--- src/rtl/ex_div.sv ---
// EX-stage M-extension divider (DIV/DIVU/REM/REMU), radix-2 restoring, one bit per cycle.
// Holds the pipeline through stallreq_o until a single-cycle ready_o pulse.
module ex_div #(
  parameter int unsigned XLEN = 32
) (
  input  logic            clk,
  input  logic            rst_n,
  input  logic            start_i,
  input  logic [1:0]      op_i,
  input  logic [XLEN-1:0] dividend_i,
  input  logic [XLEN-1:0] divisor_i,
  input  logic            flush_i,
  output logic [XLEN-1:0] result_o,
  output logic            ready_o,
  output logic            stallreq_o
);

  typedef enum logic [1:0] {S_IDLE, S_CALC, S_DONE} state_t;

  state_t          state_q, state_d;
  logic [5:0]      cnt_q, cnt_d;
  logic [XLEN:0]   rem_q, rem_d;
  logic [XLEN-1:0] quo_q, quo_d;
  logic [XLEN-1:0] dvd_q, dvd_d;
  logic [XLEN-1:0] dvs_q, dvs_d;
  logic            q_neg_q, q_neg_d;
  logic            r_neg_q, r_neg_d;
  logic [1:0]      op_q, op_d;

  logic            is_signed, a_neg, b_neg, ovf;
  logic [XLEN-1:0] a_abs, b_abs;
  logic [XLEN:0]   rem_sh, diff;
  logic [XLEN-1:0] q_fix, r_fix, res_d;

  always_comb begin
    state_d = state_q;
    cnt_d   = cnt_q;
    rem_d   = rem_q;
    quo_d   = quo_q;
    dvd_d   = dvd_q;
    dvs_d   = dvs_q;
    q_neg_d = q_neg_q;
    r_neg_d = r_neg_q;
    op_d    = op_q;

    is_signed = ~op_i[0];
    a_neg     = is_signed & dividend_i[XLEN-1];
    b_neg     = is_signed & divisor_i[XLEN-1];
    a_abs     = a_neg ? (~dividend_i + 1'b1) : dividend_i;
    b_abs     = b_neg ? (~divisor_i + 1'b1) : divisor_i;
    ovf       = is_signed && (dividend_i == {1'b1, {(XLEN-1){1'b0}}}) && (divisor_i == '1);

    rem_sh = {rem_q[XLEN-1:0], dvd_q[XLEN-1]};
    diff   = rem_sh - {1'b0, dvs_q};

    unique case (state_q)
      S_IDLE: begin
        if (start_i && !flush_i) begin
          op_d  = op_i;
          cnt_d = '0;
          // Special cases bypass CALC with their final values and no sign fix.
          if (divisor_i == '0) begin
            quo_d   = '1;
            rem_d   = {1'b0, dividend_i};
            q_neg_d = 1'b0;
            r_neg_d = 1'b0;
            state_d = S_DONE;
          end else if (ovf) begin
            quo_d   = {1'b1, {(XLEN-1){1'b0}}};
            rem_d   = '0;
            q_neg_d = 1'b0;
            r_neg_d = 1'b0;
            state_d = S_DONE;
          end else begin
            dvd_d   = a_abs;
            dvs_d   = b_abs;
            rem_d   = '0;
            quo_d   = '0;
            q_neg_d = a_neg ^ b_neg;
            r_neg_d = a_neg;
            state_d = S_CALC;
          end
        end
      end
      S_CALC: begin
        dvd_d = {dvd_q[XLEN-2:0], 1'b0};
        rem_d = diff[XLEN] ? rem_sh : diff;
        quo_d = {quo_q[XLEN-2:0], ~diff[XLEN]};
        cnt_d = cnt_q + 6'd1;
        if (cnt_q == 6'd31) state_d = S_DONE;
      end
      S_DONE: begin
        state_d = S_IDLE;
        cnt_d   = '0;
      end
      default: state_d = S_IDLE;
    endcase

    if (flush_i) begin
      state_d = S_IDLE;
      cnt_d   = '0;
    end

    // Result is formed from next-state values so it is registered on entry to DONE.
    q_fix = q_neg_d ? (~quo_d + 1'b1) : quo_d;
    r_fix = r_neg_d ? (~rem_d[XLEN-1:0] + 1'b1) : rem_d[XLEN-1:0];
    res_d = op_d[1] ? r_fix : q_fix;
  end

  always_ff @(posedge clk or negedge rst_n) begin
    if (!rst_n) begin
      state_q  <= S_IDLE;
      cnt_q    <= '0;
      rem_q    <= '0;
      quo_q    <= '0;
      dvd_q    <= '0;
      dvs_q    <= '0;
      q_neg_q  <= 1'b0;
      r_neg_q  <= 1'b0;
      op_q     <= '0;
      result_o <= '0;
      ready_o  <= 1'b0;
    end else begin
      state_q <= state_d;
      cnt_q   <= cnt_d;
      rem_q   <= rem_d;
      quo_q   <= quo_d;
      dvd_q   <= dvd_d;
      dvs_q   <= dvs_d;
      q_neg_q <= q_neg_d;
      r_neg_q <= r_neg_d;
      op_q    <= op_d;
      ready_o <= (state_d == S_DONE);
      if (state_d == S_DONE) result_o <= res_d;
    end
  end

  assign stallreq_o = !flush_i && (((state_q == S_IDLE) && start_i) || (state_q == S_CALC));

endmodule

--- config.mk ---
export PLATFORM = sky130hd
export DESIGN_NAME = ex_div
export DESIGN_NICKNAME = d
export VERILOG_FILES = /design/src/rtl/ex_div.sv
export SDC_FILE = /design/constraint.sdc
export NUM_CORES = 1
export LEC_CHECK = 0
export CAP_MARGIN = 10
export CORE_UTILIZATION = 50
export CTS_BUF_LIST = sky130_fd_sc_hd__clkbuf_4 sky130_fd_sc_hd__clkbuf_8
export CTS_CLUSTER_SIZE = 16
export DETAILED_ROUTE_END_ITERATION = 12
export GPL_TIMING_DRIVEN = 1
export PLACE_DENSITY = 0.7
export SETUP_SLACK_MARGIN = 0.05
export SLEW_MARGIN = 20
export SYNTH_ARGS = -nofsm -noshare
export SYNTH_HDL_FRONTEND = slang
export SYNTH_SLANG_ARGS = --single-unit
export TNS_END_PERCENT = 20
--- constraint.sdc ---
create_clock -name clk -period 5.9 [get_ports clk]
set_input_delay 1.77 -clock clk [delete_from_list [all_inputs] [get_ports clk]]
set_output_delay 1.77 -clock clk [all_outputs]
set_load 0.01 [all_outputs]
Word level (Yosys, flattened, before mapping). Index checks and enable logic that the tools add are counted.

Add/sub/neg operators: 6. Equality and inequality tests: 10. Muxes and demuxes: 36. Bitwise operators: 11. Reductions and logical operators: 15.

Operators by type and width (count): two-way mux 32 bit (14); case mux 32 bit (2 select lines) (3); adder 32 x 1 -> 32 bit (second input constant) (4); inverter 32 bit (4); equality test 32 bit (second input constant) (2); subtractor 33 x 32 -> 33 bit (1); logical NOT 32 bit (1); case mux 6 bit (3 select lines) (1); two-way mux 2 bit (7); two-way mux 6 bit (2); two-way mux 1 bit (8); AND reduction 4 bit (2); adder 6 x 1 -> 6 bit (second input constant) (1); equality test 6 x 5 -> 1 bit (second input constant) (1); inequality test 2 bit (second input constant) (3); logical AND 1 bit (5); equality test 2 bit (second input constant) (2); inverter 1 bit (4); case mux 2 bit (2 select lines) (1); AND reduction 2 bit (2); nonzero test 4 bit (1); inequality test 3 bit (second input constant) (1); AND 1 bit (2); equality test 2 x 1 -> 1 bit (second input constant) (1); 5 further kinds (5).

Register bits after elaboration: 173. Input port bits: 70. Output and inout port bits: 34.

Depth between registers and ports, before layout. Gate-level depths: netlist (run 1).

Depth in word-level cells: 11. Mapped depth: 22.

Worst setup path before layout (run 1). Ideal clock, no wire load.

Path kind: input to register. Start: input port flush_i. End: register result_o[30]. Setup time: 122 ps. Data arrival time: 5393 ps. Data required time: 5778 ps. Setup slack: 384 ps. Stages: 19. Path buffers: 5. Path through: clkbuf_1 > nor2b_1 > o21bai_1 > clkbuf_1 > clkbuf_1 > buf_1 > clkbuf_1 > a221oi_1 > ha_1 > nand3_1 > or2_2 > or3_1 > nor4_1 > nor2_2 > nor2_1 > o21ai_1 > xor2_1 > a21oi_1 > a21oi_1.

Word-level cells in the longest chain between the ends: 8. Elaborated cells on any way between the ends: 23. Classes of those cells: add/sub (2); eq/ne (1); mux (16); bitwise (2); reduce/logical (2).

RTL lines: start, declared (line 12) `input logic flush_i,`; logical NOT 1 bit (line 58) `if (start_i && !flush_i) begin`; logical AND 1 bit (line 58); two-way mux 32 bit (line 58); case mux 32 bit (2 select lines) (line 56) `unique case (state_q)`; inverter 32 bit (on tied branches) (line 105, 106); adder 32 x 1 -> 32 bit (on tied branches) (line 105, 106); two-way mux 32 bit (on tied branches) (line 105, 106); two-way mux 32 bit (line 107) `res_d = op_d[1] ? r_fix : q_fix;`; end signal, assigned (line 134) `if (state_d == S_DONE) result_o <= res_d;`; end, declared (line 13) `output logic [XLEN-1:0] result_o,`.

Parallel ways exist; a longest one is shown, timed or not. A chain may end at the register's enable or synchronous reset.

Worst setup path after layout (run 1).
Start: input port divisor_i[15]. End: register result_o[18].

Word-level cells in the longest chain between the ends: 8. Elaborated cells on any way between the ends: 30. Classes of those cells: add/sub (2); eq/ne (2); mux (22); bitwise (2); reduce/logical (2).

RTL lines: start, declared (line 11) `input logic [XLEN-1:0] divisor_i,`; logical NOT 32 bit or equality test 32 bit (tied branches) (line 62, 51); two-way mux 32 bit or logical AND 1 bit (tied branches) (line 62, 51); two-way mux 32 bit, or another cell as far along (line 58); case mux 32 bit (2 select lines), or another cell as far along (line 56); inverter 32 bit, or another cell as far along (line 105) `q_fix = q_neg_d ? (~quo_d + 1'b1) : quo_d;`; adder 32 x 1 -> 32 bit, or another cell as far along (line 105); two-way mux 32 bit, or another cell as far along (line 105); two-way mux 32 bit or equality test 2 bit (tied branches) (line 107, 134).

Parallel ways exist; a longest one is shown, timed or not.

==> results.md, run 1 <==
Timing:
- The worst setup skew after layout is around 0.018 ns.
- The final critical path takes up 93.2% of the cycle.
- The number of failing setup endpoints in the final timing report is 0.
- The worst slack on hold paths is around 0.49 ns.
- For the pin with the worst max-slew slack, the measured transition is between 0.9 and 1 ns.
- Setup repair after global routing left no endpoint under its margin.
- The number of endpoints with negative hold slack in the final report came to 0.
- The worst slew margin relative to its limit is about a third.
- The worst setup margin is 0.398 ns.
- After layout, the minimum clock period comes to 5.50 ns.
- Derived from the worst setup path, the maximum achievable clock frequency is between 150 and 200 MHz.
- The final count of pins violating max slew came to 0.

Critical path:
- The worst register-to-register path has a depth of 23.
- The critical path arrival is 5.88 ns.
- The number of buffers and inverters on the critical path is 3.
- Counting stages on the worst path, the most repeated cell is sky130_fd_sc_hd__nor2_1.
- The kind of critical path is in -> reg.
- The critical path startpoint is divisor_i[15].
- In this run the critical register-to-register path is launched from dvd_q[31]$_DFFE_PN0P_.
- In this run the worst path has a maximum fanout of 6.
- Among all stages on the critical path, the largest delay is contributed by sky130_fd_sc_hd__or4_1.
- The worst stage delay on the critical path is about 0.55 ns.
- The kind of end point of the critical path is a flop.
- The setup slack on the worst flop-to-flop path is about 0.76 ns.
- The capturing point of the worst reg2reg path is result_o[18]$_DFFE_PN0P_.
- The signal on the critical path passes through clkdlybuf4s50_1 > or4_1 > nor4b_1 > nand4_1 > nor2_1 > nor2_1 > nor3_1 > inv_1 > ha_1 > nand3_1 > or2_2 > or3_1 > nor4_1 > nor2_2 > buf_4 > nor2_1 > xor2_1 > nor2_1 > a21oi_1 > a21oi_1.
- The family with the most delay on the worst path is simple AND/OR/NAND/NOR gates.
- The worst setup path is launched from an input pin.
- At the worst endpoint, the required time is around 6.3 ns.

Finish:
- In the layout the commonest cells are sky130_fd_sc_hd__dfrtp_1 (172), sky130_fd_sc_hd__nor2_1 (161), sky130_fd_sc_hd__nand2_1 (153), sky130_fd_sc_hd__a21oi_1 (144), sky130_fd_sc_hd__o21ai_0 (123).
- The finished cells cover about 15,000 um^2.
- The synthesis-to-finish area growth is 15.0%.
- The most common cell after layout, fill and taps aside is sky130_fd_sc_hd__dfrtp_1.
- The number of nets in the layout is about 1,800.
- Counting the fill cells in the layout gives around 2,400.
- The diode insertion count for antenna repair is 0.
- In the final layout, the share of cells above drive strength 1 is between 9 and 10%.
- The number of cells in the finished layout apart from fillers is roughly 2,000.

Placed design:
- The placed instance count is roughly 2,000.
- Prior to clock tree synthesis, the placed netlist has a worst setup slack of -0.0122 ns.
- The congestion estimate from routability-driven global placement came to approximately 1.0.
- The detailed placer's ending HPWL is ~31,000 um.
- The total placed instance area is 14,200 um^2.
- In this run the tool buffered the top-level ports with 103 buffer cells.

Yosys:
- The netlist area before placement is 12,700 um^2.
- The Yosys step of the flow raised 0 warnings.
- Counting flops with an async set or reset pin after synthesis yields a share of 100%.
- Each instance of the synthesized netlist takes up on average between 8 and 9 um^2.
- Synthesis produced a netlist with a net count of between 1,500 and 2,000.
- Among all flip-flop cells after synthesis, the most frequent one is sky130_fd_sc_hd__dfrtp_1.
- The count of different cell masters after synthesis is 97.
- The sequential-to-total area share from yosys stat is between 30 and 40%.
- The number of register bits inferred by synthesis is about 170.
- The number of cells produced by synthesis is between 1,500 and 2,000.
- Yosys mapped a number of flops with a built-in enable equal to 0.

Die:
- The total I/O pin count is between 100 and 150.
- The initial utilization of the core area, before any placement, comes to 50.7%.
- The die covers between 20,000 and 30,000 um^2.
- The floorplan step set the die width to approximately 160 um.
- The placeable core area is around 25,000 um^2.
- The cell row count is between 50 and 60.
- The die is approximately 160 um tall.

Clock tree:
- Counting along the longest clock path gives a buffer depth of 2.
- The root buffer cell is sky130_fd_sc_hd__clkbuf_8.
- The post-CTS setup buffer count is 0.
- The CTS tree is done.
- The cts-stage hold buffer count is 0.
- The clock net in this run drives a total of ~170 sinks.
- The H-tree depth reported by CTS is 4.
- The clock latency of the later-clocked register in the worst-skew pair is roughly 0.50 ns.
- The post-CTS resize count is 0.
- The number of clock buffers added by TritonCTS is 17.
- The post-CTS clock slew at the launch and capture registers of the worst setup and hold paths is approximately 0.11 ns.

Hold path:
- The worst hold endpoint is result_o[9]$_DFFE_PN0P_.
- The launch point of the worst hold path is result_o[9]$_DFFE_PN0P_.
- The path class of the tightest hold or removal check is reg -> reg.
- Counting instances, the worst hold path has a depth of 2.

GRT:
- Global routing finished with a remaining overflow of 0.
- The routing usage on met3 is around 7%.
- The initial antenna violation count is 0.
- Global routing used a little under a third of the available tracks.
- The largest net degree at the start of global routing is 100.
- For met1 alone, demand over resource in global routing was a little over two fifths.
- The global routing stage identified its most utilized layer as met2.
- The via count of the first global-routing pass is between 10,000 and 15,000.
- The met2 usage is around half.
- The first global-routing pass estimated about 65,000 um of wire.

Routing:
- The number of routed nets with antenna violations is 0.
- The pre-antenna-repair detailed-routing pass consisted of 12 iterations.
- The final route contains 12,600 vias.
- The number of remaining DRC errors is 1.
- Summed over all layers, the routed wires come to slightly above 40,000 um.
- In the final routed layout, each cell accounts on average for between 20 and 25 um.
- The iteration-0 DRC count of the detailed router is approximately 1,500.
- Dividing the detail-routed via count by the number of cells gives between 6 and 7.

Outcome:
- The flow ran to the end, but the final reports show violations.
- The final reports fail on design-rule violations.

Pwr:
- In this run the power density over the cells is about 460 nW/um^2.
- Across the VDD grid, the largest voltage drop is roughly 0.25 mV.
- The static leakage is ~0.0062 uW.

Job:
- The tool flagged a number of max-cap violations equal to 0.
## Yosys cell counts, types with 5 or more instances
library cell | n | area share [%]
sky130_fd_sc_hd__a21o_1 | 10 | 0.59
sky130_fd_sc_hd__buf_1 | 8 | 0.24
sky130_fd_sc_hd__nor2b_1 | 9 | 0.44
sky130_fd_sc_hd__o21a_1 | 15 | 0.88
sky130_fd_sc_hd__o211ai_1 | 17 | 1.0
sky130_fd_sc_hd__a21oi_1 | 144 | 5.7
sky130_fd_sc_hd__buf_4 | 5 | 0.29
sky130_fd_sc_hd__nor2_1 | 161 | 4.7
sky130_fd_sc_hd__o31ai_1 | 15 | 0.88
sky130_fd_sc_hd__buf_2 | 13 | 0.51
sky130_fd_sc_hd__nand2_1 | 153 | 4.5
sky130_fd_sc_hd__or2_2 | 7 | 0.34
sky130_fd_sc_hd__xor2_1 | 63 | 4.3
sky130_fd_sc_hd__nor4_2 | 5 | 0.49
sky130_fd_sc_hd__nor3b_1 | 5 | 0.29
sky130_fd_sc_hd__ha_1 | 38 | 3.7
sky130_fd_sc_hd__clkbuf_1 | 60 | 1.8
sky130_fd_sc_hd__or4_1 | 7 | 0.41
sky130_fd_sc_hd__and2_1 | 6 | 0.29
sky130_fd_sc_hd__a22o_1 | 10 | 0.69
sky130_fd_sc_hd__a22oi_1 | 35 | 2.1
sky130_fd_sc_hd__o21ai_2 | 5 | 0.34
sky130_fd_sc_hd__xnor2_1 | 72 | 5.0
sky130_fd_sc_hd__nand2b_1 | 10 | 0.49
sky130_fd_sc_hd__a31oi_1 | 22 | 1.1
sky130_fd_sc_hd__nor4_1 | 9 | 0.44
sky130_fd_sc_hd__a211oi_1 | 8 | 0.47
sky130_fd_sc_hd__mux2i_1 | 15 | 1.2
sky130_fd_sc_hd__or3_1 | 10 | 0.49
sky130_fd_sc_hd__o21ai_0 | 123 | 4.8
sky130_fd_sc_hd__nor3_1 | 42 | 1.7
sky130_fd_sc_hd__inv_1 | 77 | 2.3
sky130_fd_sc_hd__nand4_1 | 26 | 1.3
sky130_fd_sc_hd__o21ai_1 | 21 | 0.83
sky130_fd_sc_hd__dfrtp_1 | 172 | 34
sky130_fd_sc_hd__o41ai_1 | 6 | 0.41
sky130_fd_sc_hd__nand3_1 | 24 | 0.94
sky130_fd_sc_hd__buf_6 | 7 | 0.62
sky130_fd_sc_hd__o22ai_1 | 39 | 1.9
## logic make-up (layout without fill, tap and decap cells)
logic type,after synthesis,count (layout),synth area share [%]
adder cells (fa/ha/maj),39,39,3.89
AND/OR/NAND/NOR,506,506,19.2
AO/OA/AOI/OAI,530,530,26.7
XOR/XNOR,135,135,9.29
flip-flops,172,172,33.8
buffers and inverters,174,273,5.85
multiplexers,16,16,1.27
## layout make-up
class | instances | area (um^2) | area share, %
clock buffer | 17 | 234 | 1.60
tap | 330 | 413 | 2.82
multi-input combinational | 1226 | 7710 | 52.7
inverter | 78 | 293 | 2.00
clock inverter | 15 | 176 | 1.21
timing repair buffer | 163 | 1510 | 10.3
sequential | 172 | 4300 | 29.4
## metrics by stage
step / TNS (ns) / util (%) / power, uW
final: 0 / 58.3 / 6750
after global routing: 0 / 58.3 / 7220
after CTS: 0 / 58.3 / 6680
after detailed placement: -0.0122 / 56.6 / 5760
after global placement: 0 / 56.6 / 5700
after floorplan: 0 / - / 4710
## worst min-delay path, delay by kind of cell, from the launching register on
family | cells | cell delay, ns
flops | 1 | 0.36
simple gates | 2 | 0.10
## power by group
group | internal [uW] | switching, uW | leakage (uW)
combinational | 1560 | 2560 | 0.00384
clock | 359 | 545 | 0.000205
sequential | 1470 | 256 | 0.00218
total | 3390 | 3360 | 0.00622
## worst max-delay path by stage
stage                          endpoint  cells after the start
2_1_floorplan  result_o[30]$_DFFE_PN0P_                     19
3_3_place_gp   result_o[30]$_DFFE_PN0P_                     19
3_5_place_dp   result_o[18]$_DFFE_PN0P_                     20
4_1_cts        result_o[18]$_DFFE_PN0P_                     20
5_1_grt        result_o[18]$_DFFE_PN0P_                     20
6_report       result_o[18]$_DFFE_PN0P_                     20
## layer usage
metal | up-vias | part of all wire [%]
met5 | - | 0
met4 | 0 | 3.9
met3 | 124 | 9.0
met2 | 591 | 44
met1 | 6034 | 43
li1 | 5822 | -
## state kept, by name, indices dropped and copies added, names as in the netlist
signal and count:
result_o 32, dvs_q 32, cnt_q 6, r_neg_q 1, rem_q 32, state_q 2
dvd_q 32, q_neg_q 1, op_q 1, ready_o 1, quo_q 32
No activity file was read; power rests on OpenSTA's default activity.
==> run 2: changes to the inputs <==
--- a/config.mk
+++ b/config.mk
@@ -11,6 +11,7 @@
 export CTS_CLUSTER_SIZE = 16
 export DETAILED_ROUTE_END_ITERATION = 12
 export GPL_TIMING_DRIVEN = 1
+export MAX_ROUTING_LAYER = met4
 export PLACE_DENSITY = 0.7
 export SETUP_SLACK_MARGIN = 0.05
 export SLEW_MARGIN = 20
==> run 2 against run 1 <==
The flow still finishes with violations (design-rule violations). Utilization about the same. Critical path depth decreased by 1. Cell count barely moved. Register-to-register slack about the same. Count of clock-buffer cells in the layout increased by 1. Via count shrank 1.9%. Fmax increased by 0.75%. Non-clock buffer count up 1. Total power shrank 0.91%. Clock skew grew 0.00068 ns. Global-route usage rose by 0.97 points. Sequential power about the same. Critical path type unchanged. Critical endpoint is now result_o[22]$_DFFE_PN0P_. Largest power group unchanged.
==> results.md, run 2 (same netlist as run 1, synthesis figures left out) <==
Outcome:
- The flow ran to the end, but the final reports show violations.
- The final reports fail on design-rule violations.

Clock tree:
- The clock latency of the later-clocked register in the worst-skew pair is 0.48 ns (-0.02 ns).
- TritonCTS built the clock tree.
- The post-CTS setup buffer count is 0 (unchanged).
- The cts-stage hold buffer count is 0 (unchanged).
- The total CTS buffers came to 17 (unchanged).
- The root buffer cell is sky130_fd_sc_hd__clkbuf_8.
- The post-CTS clock slew at the launch and capture registers of the worst setup and hold paths is 0.11 ns (about the same).
- The total number of clock tree sinks came to 172 (unchanged).
- The H-tree depth reported by CTS is 4 (unchanged).
- The number of buffers on the longest clock path is 2 (unchanged).
- The post-CTS resize count is 0 (unchanged).

Critical path:
- The cell type with the highest occurrence count on the critical path is sky130_fd_sc_hd__nor2_1.
- The worst stage delay on the critical path is 0.57 ns (+0.02 ns).
- The required time of the critical path was 6.30 ns (+0.02 ns).
- For this design, the slowest cell found on the critical path is sky130_fd_sc_hd__or4_1.
- The worst reg-to-reg path cell count is 18 (-22%).
- The setup slack on the worst flop-to-flop path is 0.75 ns (about the same).
- The capturing point of the worst reg2reg path is result_o[28]$_DFFE_PN0P_.
- The category of the worst setup path launch point is an input pin.
- The startpoint of the worst-slack reg-to-reg timing path is dvd_q[31]$_DFFE_PN0P_.
- The top fanout value on the critical path came to 7 (+1).
- Traced cell by cell, the critical path runs through clkdlybuf4s50_1 > or4_1 > nor4b_1 > nand4_1 > nor2_1 > nor2_1 > nor3_1 > inv_1 > ha_1 > nand3_1 > or2_2 > or3_1 > nor4_1 > nor2_2 > nor2_1 > xor2_1 > a21oi_1 > a21oi_1 > a31oi_1.
- The critical path arrival is 5.86 ns (-0.02 ns).
- The setup path with the least slack is of type in -> reg.
- The kind of end point of the critical path is a flop.

Routing:
- The per-cell via count in the routed design is 6.16 (-2.0%).
- The wire length per cell after detailed routing is 20.6 um (+0.13%).
- The detailed-router iteration count before antenna repair came to 11 (-1).
- The total via count in the routed design was 12,300 (-1.9%).
- The routed length on met3 is 3450 um (-7.2%).
- The iteration-0 DRC count of the detailed router is 1,167 (-20%).
- The number of remaining DRC errors is 1 (unchanged).
- The routed length on met2 came to 18,800 um (+3.8%).
- The top metal layer carrying routed signals is met4.
- The met1 wire length is 18,000 um (+0.94%).
- The wire length after detailed routing came to 41,300 um (+0.18%).
- The number of routed nets with antenna violations came to 0 (unchanged).

Pwr:
- The maximum VDD drop is 0.258 mV (+4.5%).
- The total power divided by cell area was 457 nW/um^2 (-0.96%).
- The static leakage was 0.00622 uW (about the same).

Hold path:
- The worst hold path stage count is 2 (unchanged).
- For hold timing, the worst endpoint is result_o[9]$_DFFE_PN0P_.
- The startpoint identified for the worst hold timing path is result_o[9]$_DFFE_PN0P_.
- The min-delay analysis places its worst path in the category reg -> reg.

GRT:
- The initial antenna violation count was 1 (+1).
- The largest net degree at the start of global routing came to 102 (+2.0%).
- The global routing usage summed across all routing layers came to 32.9% (+0.97 points).
- The total global routing overflow is 0 (unchanged).
- The via count of the first global-routing pass was 11,800 (-1.2%).
- The global-route wire length before repair is 64,700 um (-0.33%).

Die:
- The cell row count is 58 (unchanged).
- The die area is 26,100 um^2 (unchanged).
- The starting density of the core is 50.7% (unchanged).
- The placeable core area is 25,100 um^2 (unchanged).
- The total I/O pin count came to 104 (unchanged).
- The x dimension of the die came to 162 um (unchanged).
- The floorplan die height was 162 um (unchanged).

Timing:
- The worst setup skew after layout is 0.0190 ns (+0.000681 ns).
- The worst slew margin relative to its limit is 35.8% (+2.4 points).
- The peak clock frequency supported by timing came to 183 MHz (+0.75%).
- The number of failing setup endpoints in the final timing report is 0 (unchanged).
- The worst setup margin came to 0.439 ns (+0.0410 ns).
- The post-route setup TNS is 0 ns (unchanged).
- The final critical path time including I/O delays and setup is 5.46 ns (-0.0410 ns).
- The post-route clock period utilization is 92.6% (-0.69 points).
- The actual slew at the worst max-slew pin is 0.963 ns (-0.0362 ns).
- Setup repair after global routing left no endpoint under its margin.
- The number of endpoints with negative hold slack in the final report is 0 (unchanged).
- The final count of pins violating max slew is 0 (unchanged).

Finish:
- The ratio of cells with drive above 1 in the final layout came to 9.09% (+0.054 points).
- The number of nets in the layout was 1,768 (+0.057%).
- The final instance area was 14,600 um^2 (about the same).
- The synthesis-to-finish area growth came to 15.0% (about the same).
- The most common cell after layout, fill and taps aside is sky130_fd_sc_hd__dfrtp_1.
- Leaving out fill and tap cells, the most frequent cells in the layout are sky130_fd_sc_hd__dfrtp_1 (172), sky130_fd_sc_hd__nor2_1 (161), sky130_fd_sc_hd__nand2_1 (153), sky130_fd_sc_hd__a21oi_1 (144), sky130_fd_sc_hd__o21ai_0 (123).
- The diode insertion count for antenna repair is 0 (unchanged).

Placed design:
- The total placed instance area was 14,200 um^2 (+0.14%).
- The count of buffers inserted at the top-level ports came to 103 (unchanged).
- The detailed placer's ending HPWL is 31,200 um (+0.96%).
- The worst slack at placement is 0.00810 ns (+0.0203 ns).
- The final weighted congestion in routability-driven placement is 1.02 (-1.7%).

Job:
- The number of max-cap violations is 0 (unchanged).
==> run 2: critical path: cells and delay by family <==
kind	cells	cell delay [ns]
AOI/OAI and AO/OA	3	0.37
adders and majority gates	1	0.24
buffers and inverters	2	0.55
xor gates and xnor gates	1	0.16
and+or+nand+nor	12	2.76
==> run 2: through the flow <==
stage                     cells  util (%)  power, uW  hold WS, ns
after global routing       2002      58.3       7170        0.509
final                      2002      58.3       6690        0.490
after CTS                  2002      58.3       6640        0.490
after global placement     1970      56.7       5710        0.453
after detailed placement   1970      56.7       5770        0.459
after floorplan            1572         -       4710        0.445
==> run 2: report_power, final <==
| group | switching (uW) | internal (uW) |
|---|---|---|
| registers | 245 | 1470 |
| clock network | 524 | 329 |
| logic | 2550 | 1570 |
| total | 3320 | 3360 |
==> run 2: cell type report <==
class | instances | area [um^2]
fillers | 2345 | 10500
multi-input cells | 1226 | 7710
flip-flops and latches | 172 | 4300
repair buffers | 164 | 1530
well taps | 330 | 413
inverters | 78 | 293
clock buffers | 18 | 248
clock inverters | 14 | 150
==> run 2: per-layer routing <==
layer / up-vias / global-route usage, %
li1: 5823 / -
met3: 69 / 7.65
met4: 0 / 9.86
met1: 5942 / 43.1
met2: 494 / 50.6
met5: - / -
==> run 2: worst max-delay path by stage <==
| stage | end | startpoint | depth (start not counted) |
|---|---|---|---|
| floorplan | result_o[30]$_DFFE_PN0P_ | flush_i | 19 |
| global placement | result_o[30]$_DFFE_PN0P_ | divisor_i[0] | 21 |
| detailed placement | result_o[22]$_DFFE_PN0P_ | divisor_i[1] | 21 |
| CTS | result_o[22]$_DFFE_PN0P_ | divisor_i[1] | 21 |
| global route | result_o[22]$_DFFE_PN0P_ | divisor_i[0] | 21 |
| finish | result_o[22]$_DFFE_PN0P_ | divisor_i[15] | 19 |
==> run 3: changes to the inputs <==
--- a/config.mk
+++ b/config.mk
@@ -11,6 +11,7 @@
 export CTS_CLUSTER_SIZE = 16
 export DETAILED_ROUTE_END_ITERATION = 12
 export GPL_TIMING_DRIVEN = 1
+export HOLD_SLACK_MARGIN = 0.05
 export MAX_ROUTING_LAYER = met4
 export PLACE_DENSITY = 0.7
 export SETUP_SLACK_MARGIN = 0.05
==> results of run 3 <==
Final layout, timing and power as in run 2 (identical DEF).
